File: src/rtl/cache_axi_pkg.sv
// Shared encodings for the cache/memory responder: request type codes,
// responder state and line geometry.
package cache_axi_pkg;

    localparam logic [2:0] BYTE = 3'b000;
    localparam logic [2:0] HALF = 3'b001;
    localparam logic [2:0] WORD = 3'b010;
    localparam logic [2:0] LINE = 3'b100;

    localparam int LINE_BEATS = 4;

    typedef enum logic [1:0] {
        IDLE = 2'd0,
        RD   = 2'd1,
        WR   = 2'd2
    } state_t;

    // Only the line code moves a full line; every other code, reserved ones
    // included, is a single word.
    function automatic logic [2:0] beats_of(input logic [2:0] t);
        return (t == LINE) ? 3'(LINE_BEATS) : 3'd1;
    endfunction

endpackage

File: src/rtl/cache_mem_responder.sv
// Bridges cache read/write requests onto a synchronous single-port word memory:
// reads stream back one beat per cycle, writes issue one word per cycle.
module cache_mem_responder
    import cache_axi_pkg::*;
#(
    parameter int MEM_AW = 16
) (
    input  logic              clk,
    input  logic              reset,
    input  logic              read_request,
    input  logic [2:0]        read_type,
    input  logic [31:0]       read_addr,
    output logic              read_ready,
    output logic              return_valid,
    output logic              return_last,
    output logic [31:0]       return_data,
    input  logic              write_request,
    input  logic [2:0]        write_type,
    input  logic [31:0]       write_addr,
    input  logic [3:0]        write_wstrb,
    input  logic [127:0]      wr_data,
    output logic              wr_rdy,
    output logic              mem_en,
    output logic [3:0]        mem_we,
    output logic [MEM_AW-1:0] mem_addr,
    output logic [31:0]       mem_wdata,
    input  logic [31:0]       mem_rdata
);

    state_t            r_state;
    logic [MEM_AW-1:0] r_waddr;
    logic [2:0]        r_count;
    logic [2:0]        r_beat;
    logic              r_line;
    logic [3:0]        r_wstrb;
    logic [127:0]      r_wdata;
    logic              r_rvalid;
    logic              r_rlast;

    logic [29:0] w_rd_word, w_wr_word, w_rd_base, w_wr_base;
    logic        w_idle, w_in_wr, w_issue, w_last_beat, w_rd_go, w_wr_go;
    logic        w_unused;

    // Lines start at a 16-byte boundary; single beats use the word as given.
    assign w_rd_word = read_addr[31:2];
    assign w_wr_word = write_addr[31:2];
    assign w_rd_base = (read_type == LINE)  ? {w_rd_word[29:2], 2'b00} : w_rd_word;
    assign w_wr_base = (write_type == LINE) ? {w_wr_word[29:2], 2'b00} : w_wr_word;

    assign w_idle      = (r_state == IDLE);
    assign w_in_wr     = (r_state == WR);
    assign w_issue     = (r_state == RD) && (r_beat < r_count);
    assign w_last_beat = (r_beat == r_count - 3'd1);

    assign wr_rdy     = ~reset & w_idle;
    assign read_ready = ~reset & w_idle & ~write_request;
    assign w_wr_go    = write_request & wr_rdy;
    assign w_rd_go    = read_request & read_ready;

    // Outputs are forced low while reset is high, not just from the next edge.
    assign mem_en       = ~reset & (w_issue | w_in_wr);
    assign mem_we       = (~reset & w_in_wr) ? (r_line ? 4'hF : r_wstrb) : 4'h0;
    assign mem_addr     = mem_en ? (r_waddr + MEM_AW'(r_beat)) : '0;
    assign mem_wdata    = (~reset & w_in_wr) ? r_wdata[{r_beat[1:0], 5'd0} +: 32] : 32'h0;
    assign return_valid = ~reset & r_rvalid;
    assign return_last  = ~reset & r_rvalid & r_rlast;
    assign return_data  = return_valid ? mem_rdata : 32'h0;

    assign w_unused = ^{read_addr[1:0], write_addr[1:0], w_rd_base, w_wr_base};

    always_ff @(posedge clk) begin
        if (reset) begin
            r_state  <= IDLE;
            r_waddr  <= '0;
            r_count  <= '0;
            r_beat   <= '0;
            r_line   <= 1'b0;
            r_wstrb  <= '0;
            r_wdata  <= '0;
            r_rvalid <= 1'b0;
            r_rlast  <= 1'b0;
        end else begin
            r_rvalid <= 1'b0;
            r_rlast  <= 1'b0;
            case (r_state)
                IDLE: begin
                    if (w_wr_go) begin
                        r_state <= WR;
                        r_waddr <= w_wr_base[MEM_AW-1:0];
                        r_count <= beats_of(write_type);
                        r_line  <= (write_type == LINE);
                        r_wstrb <= write_wstrb;
                        r_wdata <= wr_data;
                        r_beat  <= '0;
                    end else if (w_rd_go) begin
                        r_state <= RD;
                        r_waddr <= w_rd_base[MEM_AW-1:0];
                        r_count <= beats_of(read_type);
                        r_line  <= (read_type == LINE);
                        r_wstrb <= '0;
                        r_beat  <= '0;
                    end
                end
                RD: begin
                    // Memory answers one cycle after issue, so valid/last trail the issue.
                    r_rvalid <= w_issue;
                    r_rlast  <= w_issue & w_last_beat;
                    if (w_issue)
                        r_beat <= r_beat + 3'd1;
                    if (r_rvalid & r_rlast)
                        r_state <= IDLE;
                end
                WR: begin
                    r_beat <= r_beat + 3'd1;
                    if (w_last_beat)
                        r_state <= IDLE;
                end
                default: r_state <= IDLE;
            endcase
        end
    end

endmodule

File: config.mk
export PLATFORM = sky130hd
export DESIGN_NAME = cache_mem_responder
export DESIGN_NICKNAME = d
export VERILOG_FILES = /design/src/rtl/cache_axi_pkg.sv /design/src/rtl/cache_mem_responder.sv
export SDC_FILE = /design/constraint.sdc
export NUM_CORES = 1
export LEC_CHECK = 0
export ABC_AREA = 1
export CELL_PAD_IN_SITES_DETAIL_PLACEMENT = 1
export CELL_PAD_IN_SITES_GLOBAL_PLACEMENT = 1
export CORE_AREA = 2 2 234 121
export DETAILED_ROUTE_END_ITERATION = 7
export DIE_AREA = 0 0 236 123
export PLACE_DENSITY = 0.79
export REMOVE_ABC_BUFFERS = 1
export SKIP_LAST_GASP = 1
export SLEW_MARGIN = 20
export SYNTH_ARGS = -nofsm -noshare
export SYNTH_HDL_FRONTEND = slang
export SYNTH_SLANG_ARGS = --single-unit
File: constraint.sdc
create_clock -name clk -period 3.1 [get_ports clk]
set_clock_uncertainty 0.1 [all_clocks]
set_input_delay 0.775 -clock clk [delete_from_list [all_inputs] [get_ports clk]]
set_output_delay 0.775 -clock clk [all_outputs]
set_load 0.01 [all_outputs]
==> results.md, run 1 <==
* Most instantiated cells after synthesis: 203 x nand2_1, 187 x a21oi_1, 157 x dfxtp_1
* Final wirelength at 30.3 mm
* Slowest stage delay, CP at 0.34 ns
* I/O pin total at 327
* Clk root buf: clkbuf_16
* GP Congestion at 0.887
* Status: complete, but fails checks
* LEAKAGE at 5.17 nW
* Syn_area_per_cell at 6.84 µm²
* Cell breakdown of the critical path: buf_6, ha_4, inv_2, fa_2, inv_2, nand2_4, a21oi_4, nand2_4, buf_4, nor2_4, xnor2_2, nor2_1, buf_2
* Die Wd at 236 µm
* Slew HR at 0.335
* Post-Syn Instances at 1121
* CTS sink count at 157
* Max Buffers Root-to-Sink at 2
* Max Cap Viol at 0
* Worst Path Buf+Inv at 5
* Final WS setup at -0.113 ns
* Initial Util at 0.283
* #FFs+latches synth at 157
* Nets at 1662
* Global route overflow at 0
* Most frequent cell after synthesis: nand2_1
* Synth area leaders: dfxtp_1 41%, a21oi_1 12%, nand2_1 9.9%
* First-pass GRT wire length at 46.1 mm
* Synth area leader: dfxtp_1
* DP HPWL at 21.7 mm
* Routed vias at 8517
* Hold_sp: r_wdata[94]$_SDFFE_PP0P_
* Crit Path Max Fanout at 4
* Layout Utilization at 0.432
* H-tree levels at 4
* Final critical-path share of the clock period at 1.04
* Placed Cells at 1744
* Worst reg2reg startpoint: r_state[0]$_SDFFE_PP0P_
* CP required at 2.22 ns
* Sequential power share at 0.368
* Share of the synthesized area in the top cell type at 0.410
* Antenna Nets Post-Route at 0
* Logic pwr share at 0.342
* Slowest CP cell: dfxtp_2
* Post-synthesis cell area at 7670 µm²
* Synthesis Warnings at 0
* Worst Setup Start Kind: register
* Non-filler cells, final at 1787
* Clock latency on the worst-skew pair at 0.44 ns
* Switching part of the total at 0.361
* Crit path kind: reg -> out
* Min cycle time layout at 3.21 ns
* Peak supply drop at 0.301 mV
* CTS Buf Count at 17
* Router iterations before antenna repair at 8
* Register area share after synthesis at 0.410
* Drt initial violations at 419
* Vias in the first global route at 8461
* Clock power frac at 0.290
* EDFF count, synth at 0
* Final hold vios at 0
* Core Region at 27100 µm²
* Routed wire length per instance at 16.9 µm
* Die height at 123 µm
* Gr usage total at 0.206
* Antenna Cells at 0
* Final max-slew violation count at 0
* Worst min-delay path class: reg -> reg
* Pint at 4.51 mW
* Worst setup EP type: output port
* Largest net degree at the start of global routing at 98
* Row count at 43
* Drt drc at 0
* Full die area at 29000 µm²
* Clock-pin transition on the worst setup and hold timing paths at 0.07 ns
* Synth async-reset ratio at 0
* F_max at 311 MHz
* Via density at 4.77
* Worst slew pin tran at 0.997 ns
* NetSw at 2.55 mW
* Failing checks: setup timing
* Layout cells sized above 1 at 0.100
* Top delay family on crit path: buffers and inverters
* I/O Buffers at 294
* Post-synth cell types at 33
* CTS tree: built
* Crit. Startpoint: r_beat[0]$_SDFFE_PP0P_
* Fill cells at 3395
* Initial antenna violation count at 0
* Primary FF master, synth: dfxtp_1
* WP data arrival at 2.34 ns
* Pwr Density at 603 nW/µm²
* Multi-input logic area at 3650 µm²
* Final setup fails at 4
* Register Area at 3150 µm²
* Area delta synth->final at 52.6%
* RSZ-0062 raised after global routing: true
## cell usage in the layout, fill, tap and decap left out, types with 8 or more instances in the layout
master	n
nor2_1	99
clkdlybuf4s50_1	206
buf_12	10
dlygate4sd2_1	70
o21ai_0	126
nand2_1	196
buf_4	46
ha_1	8
a21oi_1	186
inv_1	122
clkbuf_2	10
dfxtp_1	154
o21ai_1	17
nand3_1	78
clkbuf_16	17
## tightest hold or removal path, delay by kind of cell, from the launching register on
family,cells,cell delay [ns]
compound gates,1,0.05
buf+inv,1,0.06
flops,1,0.30
## cells by family (layout without fill, tap and decap cells)
kind of cell / Yosys count / count (layout) / share of synthesized area
buffers and inverters: 211 / 517 / 0.126
AO/OA/AOI/OAI: 340 / 340 / 0.226
adder cells (fa/ha/maj): 10 / 10 / 0.0173
AND/OR/NAND/NOR: 397 / 397 / 0.214
flip-flops: 157 / 157 / 0.410
XOR/XNOR: 6 / 6 / 0.00685
## stage by stage
step	power, mW	hold slack [ns]	TNS (ns)	setup slack, ns	cell area (µm²)
finish	7.06	0.353	-0.314	-0.113	11700
global route	7.52	0.370	-0.850	-0.217	11700
CTS	7.10	0.355	-1.42	-0.252	11700
detailed placement	5.03	0.345	-30.45	-0.520	11100
global placement	4.92	0.339	-28.32	-0.467	11100
floorplan	3.84	0.332	-161.35	-1.49	7210
## layer usage
metal  vias up  wire, µm  share of wire  track usage
li1       4210         -              -            -
met2       220     13800           0.46        0.341
met1      4058     14400           0.48        0.268
met3        29      1700          0.056       0.0601
met5         -         0              0            0
met4         0       313          0.010       0.0426
## cell type report
| class | count | share of cell area |
|---|---|---|
| Multi-Input combinational cell | 753 | 0.312 |
| Timing Repair Buffer | 353 | 0.289 |
| Sequential cell | 157 | 0.269 |
| Inverter | 132 | 0.0439 |
| Tap cell | 360 | 0.0385 |
| Clock buffer | 20 | 0.0382 |
| Clock inverter | 12 | 0.00952 |
## final timing paths
kind	slack (ns)	to	depth (start not counted)
hold / removal	0.35	r_wdata[94]$_SDFFE_PP0P_	2
setup reg to reg	1.03	r_waddr[14]$_SDFFE_PP0P_	10
setup / recovery	-0.11	mem_addr[10]	13
hold reg to reg	0.35	r_wdata[94]$_SDFFE_PP0P_	2
## flip-flops by register name, summed over array words and instances, names as in the netlist
name,flops
r_beat,3
r_count,2
r_rlast,1
r_rvalid,1
r_state,2
r_waddr,16
r_wdata,128
r_wstrb,4
## power groups by stage
stage / combinational, mW / clock, mW / sequential [mW]
4_1_cts: 2.40 / 2.10 / 2.60
5_1_grt: 2.69 / 2.19 / 2.64
6_report: 2.41 / 2.05 / 2.60
3_3_place_gp: 2.31 / 0 / 2.61
3_5_place_dp: 2.40 / 0 / 2.64
2_1_floorplan: 1.19 / 0 / 2.65
## repair_timing
item	in CTS	in global routing
hold buffers	0	0
buffers inserted	7	3
resized for setup	117	40
cloned	1	0
endpoints found under the setup margin	89	19
pin swaps	7	9
(Power assumes the default switching activity.)
==> inputs of run 2 (changes only) <==
ABC_CLOCK_PERIOD_IN_PS = 3100   (was default)
RECOVER_POWER = 100   (was default)
==> results.md, run 2 (synthesis results as in run 1) <==
* Logic pwr share at 0.336 (-0.006)
* Crit Path Max Fanout at 4 (unchanged)
* Clk root buf: clkbuf_16
* Switching part of the total at 0.363 (+0.00168)
* CTS tree: built
* Pwr Density at 605 nW/µm² (+0.23%)
* Global route overflow at 0 (unchanged)
* I/O Buffers at 294 (unchanged)
* Initial antenna violation count at 0 (unchanged)
* LEAKAGE at 5.11 nW (-1.0%)
* Commonest cells after routing, fill and taps aside: 206 x clkdlybuf4s50_1, 196 x nand2_1, 186 x a21oi_1
* # hold bufs at CTS at 0 (unchanged)
* NetSw at 2.54 mW (-0.30%)
* Final wirelength at 30.3 mm (about the same)
* Die Wd at 236 µm (unchanged)
* RSZ-0062 raised after global routing: true
* Full die area at 29000 µm² (unchanged)
* Routed vias at 8481 (-0.42%)
* WP data arrival at 2.34 ns (about the same)
* Max Buffers Root-to-Sink at 2 (unchanged)
* Worst Setup Start Kind: register
* Largest register by flop count: r_wdata
* Antenna Nets Post-Route at 0 (unchanged)
* H-tree levels at 4 (unchanged)
* Area delta synth->final at 51.1%
* Largest registers: r_wdata: 128 flops, r_waddr: 16 flops, r_wstrb: 4 flops
* Slowest CP cell: dfxtp_2
* Pint at 4.47 mW (-1.0%)
* Drt initial violations at 435 (+3.8%)
* R2r setup slk at 0.46 ns (-0.57 ns)
* Peak supply drop at 0.305 mV (+1.1%)
* I/O pin total at 327 (unchanged)
* Worst Path Buf+Inv at 5 (unchanged)
* CTS sink count at 157 (unchanged)
* Final Power at 7.01 mW (-0.76%)
* Most common cell after layout, fill and taps aside: clkdlybuf4s50_1
* Max Cap Viol at 0 (unchanged)
* Drt drc at 0 (unchanged)
* Final hold vios at 0 (unchanged)
* Initial Util at 0.283 (unchanged)
* Crit path kind: reg -> out
* Slew HR at 0.275 (-0.0604)
* Final critical-path share of the clock period at 1.04 (about the same)
* CP required at 2.22 ns (about the same)
* Failing checks: setup timing
* Number of flip-flops in the largest register at 128 (unchanged)
* Via density at 4.75 (-0.42%)
* Clock latency on the worst-skew pair at 0.45 ns (about the same)
* Cell breakdown of the critical path: buf_6, ha_4, inv_2, fa_2, inv_2, nand2_4, a21oi_4, nand2_4, buf_4, nor2_4, xnor2_2, nor2_1, buf_2
* Status: complete, but fails checks
* Clock-pin transition on the worst setup and hold timing paths at 0.07 ns (about the same)
* Slowest stage delay, CP at 0.34 ns (about the same)
* Router iterations before antenna repair at 5 (-3)
* Antenna Cells at 0 (unchanged)
* Vias in the first global route at 8461 (unchanged)
* Die height at 123 µm (unchanged)
* Final setup fails at 23 (+19)
* Worst setup EP type: output port
* First-pass GRT wire length at 46.1 mm (unchanged)
* Final WS setup at -0.115 ns (-0.00210 ns)
* DP HPWL at 21.7 mm (unchanged)
* Gr usage total at 0.206 (unchanged)
* Min cycle time layout at 3.21 ns (+0.00210 ns)
* Minimum hold slack at 0.353 ns (-0.000167 ns)
* Final max-slew violation count at 0 (unchanged)
* Routed wire length per instance at 16.9 µm (about the same)
* Layout Utilization at 0.428 (-0.00425)
* Row count at 43 (unchanged)
* Nets at 1662 (unchanged)
* F_max at 311 MHz (about the same)
* Worst slew pin tran at 1.09 ns (+0.0906 ns)
* Largest net degree at the start of global routing at 98 (unchanged)
* CTS Buf Count at 17 (unchanged)
* Layout cells sized above 1 at 0.0960 (-0.00420)
* Worst min-delay path class: reg -> reg
* GP Congestion at 0.887 (unchanged)
* Setup TNS at -1.36 ns (-1.04 ns)
* Core Region at 27100 µm² (unchanged)
* Sequential power share at 0.371 (+0.003)
* Post-Place Worst Slack at -0.520 ns (unchanged)
* Clock power frac at 0.292 (+0.002)
* Top delay family on crit path: buffers and inverters
## run 2: worst paths after layout
| path | end | from | cells after the start |
|---|---|---|---|
| worst min-delay path | r_wdata[94]$_SDFFE_PP0P_ | r_wdata[94]$_SDFFE_PP0P_ | 2 |
| worst max register to register | r_waddr[14]$_SDFFE_PP0P_ | r_state[0]$_SDFFE_PP0P_ | 11 |
| worst max-delay path | mem_addr[10] | r_beat[0]$_SDFFE_PP0P_ | 13 |
| worst min register to register | r_wdata[94]$_SDFFE_PP0P_ | r_wdata[94]$_SDFFE_PP0P_ | 2 |
## run 2: power groups by stage
stage | Combinational [mW] | Sequential (mW) | Clock, mW
6_report | 2.36 | 2.60 | 2.05
5_1_grt | 2.63 | 2.64 | 2.19
4_1_cts | 2.40 | 2.60 | 2.10
3_5_place_dp | 2.40 | 2.64 | 0
3_3_place_gp | 2.31 | 2.61 | 0
2_1_floorplan | 1.19 | 2.65 | 0
## run 2: through the flow
stage	cell area (µm²)	instances
finish	11600	1787
detailed placement	11100	1744
floorplan	7210	1042
global route	11600	1787
CTS	11700	1784
global placement	11100	1744
## run 2: routing by layer
| layer | track usage | vias to the layer above | part of all wire | routed length (µm) |
|---|---|---|---|---|
| li1 | - | 4207 | - | - |
| met1 | 0.268 | 4051 | 0.48 | 14500 |
| met2 | 0.341 | 201 | 0.46 | 13900 |
| met3 | 0.0601 | 22 | 0.055 | 1680 |
| met4 | 0.0426 | 0 | 0.0094 | 284 |
| met5 | 0 | - | 0 | 0 |
## run 2: layout make-up
type,instances,area (µm²)
Fill cell,3404,15500
Multi-Input combinational cell,753,3640
Timing Repair Buffer,353,3270
Sequential cell,157,3150
Inverter,132,514
Tap cell,360,450
Clock buffer,20,447
Clock inverter,12,111
## run 2: repair_timing
item,in CTS,in global routing
setup buffers,7,3
endpoints found under the setup margin,89,19
pin swaps,7,9
gates cloned,1,0
gates resized for setup,117,40
## run 2: worst reg2reg max path, delay by kind of cell, from the launching register on
kind | cells | cell delay, ns
flops | 1 | 0.38
compound gates | 2 | 0.28
simple gates | 4 | 0.43
buf+inv | 4 | 1.06
fa+ha+maj | 1 | 0.31
==> inputs of run 3 (changes only) <==
CAP_MARGIN = 5   (was default)
REMOVE_ABC_BUFFERS = default   (was 1)
==> results.md, run 3 (synthesis results as in run 1) <==
* Max layer used: met4
* Crit Path Max Fanout at 3 (-1)
* I/O pin total at 327 (unchanged)
* Clock-pin transition on the worst setup and hold timing paths at 0.07 ns (about the same)
* Worst Setup Start Kind: register
* Crit. Startpoint: r_beat[0]$_SDFFE_PP0P_
* I/O Buffers at 294 (unchanged)
* Gr usage total at 0.204 (-0.00159)
* Final setup fails at 5 (-78%)
* CP required at 2.22 ns (about the same)
* WP depth at 10 (-3)
* Antenna Cells at 0 (unchanged)
* Area delta synth->final at 53.3%
* Placed instance area at 11100 µm² (about the same)
* Cell mode on critical path: inv_2
* Pwr Density at 624 nW/µm² (+3.1%)
* Crit path kind: reg -> out
* Row count at 43 (unchanged)
* CTS sink count at 157 (unchanged)
* Worst reg2reg startpoint: r_state[0]$_SDFFE_PP0P_
* Most common cell after layout, fill and taps aside: clkdlybuf4s50_1
* Switching part of the total at 0.361 (-0.00168)
* Drt drc at 0 (unchanged)
* F_max at 320 MHz (+2.8%)
* Die height at 123 µm (unchanged)
* Antenna Nets Post-Route at 0 (unchanged)
* Cell breakdown of the critical path: ha_4, inv_2, fa_2, inv_2, nand2_4, a21boi_2, nand3b_1, xor2_1, nor2_1, buf_2
* Clk root buf: clkbuf_16
* Design Area, Final at 11800 µm² (+1.5%)
* GP Congestion at 0.844 (-4.8%)
* Drt initial violations at 428 (-1.6%)
* Worst min-delay path class: reg -> reg
* Largest registers: r_wdata: 128 flops, r_waddr: 16 flops, r_wstrb: 4 flops
* RSZ-0062 raised after global routing: true
* Hold path cells at 2 (unchanged)
* Setup TNS at -0.0794 ns (+1.28 ns)
* Min cycle time layout at 3.13 ns (-0.0861 ns)
* NetSw at 2.65 mW (+4.2%)
* Met2 wire len at 14.2 mm (+2.2%)
* Non-filler cells, final at 1790 (+0.17%)
* CP endpoint: mem_addr[12]
* Global route overflow at 0 (unchanged)
* Reg2reg end: r_count[0]$_SDFFE_PP0P_
* Worst setup EP type: output port
* Nets at 1665 (+0.18%)
* Top delay family on crit path: adder cells
* M1 WL at 14.2 mm (-1.6%)
* Routed wire length per instance at 17.0 µm (+0.26%)
* Core Region at 27100 µm² (unchanged)
* CTS tree: built
* Logic pwr share at 0.334 (-0.002)
* Worst Path Buf+Inv at 3 (-2)
* Number of flip-flops in the largest register at 128 (unchanged)
* Initial antenna violation count at 0 (unchanged)
* Routed vias at 8630 (+1.8%)
* Clock power frac at 0.310 (+0.018)
* Clock latency on the worst-skew pair at 0.45 ns (about the same)
* Pint at 4.69 mW (+4.9%)
* Die Wd at 236 µm (unchanged)
* Final wirelength at 30.4 mm (+0.43%)
* Largest net degree at the start of global routing at 60 (-39%)
* CTS Buf Count at 17 (unchanged)
* H-tree levels at 4 (unchanged)
* Full die area at 29000 µm² (unchanged)
* Max Cap Viol at 0 (unchanged)
* Met3 wire length at 1.63 mm (-2.7%)
* Final hold vios at 0 (unchanged)
* Placed Cells at 1743 (-0.057%)
* Failing checks: setup timing
* Worst R2R Path Depth at 10 (-1)
* Slowest CP cell: dfxtp_4
* Router iterations before antenna repair at 5 (unchanged)
* DP HPWL at 21.6 mm (-0.11%)
* Slew HR at 0.137 (-0.138)
* Largest register by flop count: r_wdata
* Final max-slew violation count at 0 (unchanged)
* Worst slew pin tran at 1.30 ns (+0.207 ns)
* First-pass GRT wire length at 45.7 mm (-0.75%)
* WP data arrival at 2.25 ns (-0.09 ns)
* R2r setup slk at 0.25 ns (-0.21 ns)
* Vias in the first global route at 8500 (+0.46%)
* Final WS setup at -0.0286 ns (+0.0861 ns)
* Fill cells at 3379 (-0.73%)
* Slowest stage delay, CP at 0.39 ns (+0.05 ns)
* Final critical-path share of the clock period at 1.01 (-0.0278)
* Initial Util at 0.283 (unchanged)
* Via density at 4.82 (+1.6%)
* Peak supply drop at 0.306 mV (+0.27%)
* Synth Net Count at 1369
* Layout cells sized above 1 at 0.113 (+0.0173)
* Status: complete, but fails checks
* Commonest cells after routing, fill and taps aside: 218 x clkdlybuf4s50_1, 197 x nand2_1, 180 x a21oi_1
* LEAKAGE at 4.94 nW (-3.4%)
* # hold bufs at CTS at 0 (unchanged)
* Sequential power share at 0.356 (-0.015)
* Max Buffers Root-to-Sink at 2 (unchanged)
-- run 3: cell types whose count changed in the layout (fill, tap and decap cells not counted), sizes merged, moves of 3 or more --
cell,previous run,this run
clkdlybuf4s50,206,218
dlygate4sd2,70,24
dlygate4sd3,0,4
clkinvlp,4,1
clkdlybuf4s25,0,18
buf,49,64
-- run 3: power by group through the flow --
stage | clock, mW | combinational [mW] | sequential [mW]
CTS | 2.33 | 2.53 | 2.60
global route | 2.41 | 2.73 | 2.65
detailed placement | 0 | 2.36 | 2.63
floorplan | 0 | 1.44 | 2.57
finish | 2.27 | 2.45 | 2.61
global placement | 0 | 2.29 | 2.61
-- run 3: cell type report --
| class | instances | area, µm² | area share |
|---|---|---|---|
| flip-flops and latches | 157 | 3150 | 0.268 |
| clock buffers | 17 | 425 | 0.0362 |
| clock inverters | 15 | 201 | 0.0171 |
| inverters | 132 | 517 | 0.0439 |
| multi-input cells | 753 | 3720 | 0.317 |
| repair buffers | 356 | 3290 | 0.280 |
| well taps | 360 | 450 | 0.0383 |
-- run 3: metrics by stage --
| stage | worst slack [ns] | power [mW] | hold WS [ns] | utilization |
|---|---|---|---|---|
| 2_1_floorplan | 0.316 | 4.01 | 0.330 | - |
| 3_3_place_gp | -0.361 | 4.90 | 0.340 | 0.410 |
| 3_5_place_dp | -0.377 | 4.99 | 0.346 | 0.410 |
| 4_1_cts | -0.0968 | 7.46 | 0.356 | 0.439 |
| 5_1_grt | -0.111 | 7.78 | 0.370 | 0.435 |
| 6_report | -0.0286 | 7.33 | 0.353 | 0.435 |
-- run 3: worst min-delay path by stage --
| stage | from | endpoint | slack, ns |
|---|---|---|---|
| floorplan | r_wdata[32]$_SDFFE_PP0P_ | r_wdata[32]$_SDFFE_PP0P_ | 0.33 |
| CTS | r_wdata[37]$_SDFFE_PP0P_ | r_wdata[37]$_SDFFE_PP0P_ | 0.36 |
| global route | r_wdata[63]$_SDFFE_PP0P_ | r_wdata[63]$_SDFFE_PP0P_ | 0.37 |
| global placement | r_wdata[55]$_SDFFE_PP0P_ | r_wdata[55]$_SDFFE_PP0P_ | 0.34 |
| detailed placement | r_wdata[37]$_SDFFE_PP0P_ | r_wdata[37]$_SDFFE_PP0P_ | 0.35 |
| finish | r_wdata[91]$_SDFFE_PP0P_ | r_wdata[91]$_SDFFE_PP0P_ | 0.35 |
-- run 3: timing repair --
action                     4_1_cts  5_1_grt
gates resized for setup        124       64
setup buffers                    8        6
pin swaps                        7       10
gates cloned                     1        0
setup endpoints to repair       88       59
-- run 3: worst register-to-register path: stages (launching register included) --
cell,delay (ns)
dfxtp_1,0.36
inv_1,0.08
ha_1,0.30
nand2_8,0.13
inv_4,0.04
buf_4,0.14
nand2_8,0.06
dlymetal6s2s_1,0.91
nand2_1,0.24
nand3_1,0.28
o211a_1,0.18
-- run 3: layer usage --
metal	global-route usage	up-vias
met4	0.0533	0
met3	0.0505	30
li1	-	4231
met2	0.341	223
met5	0	-
met1	0.266	4146
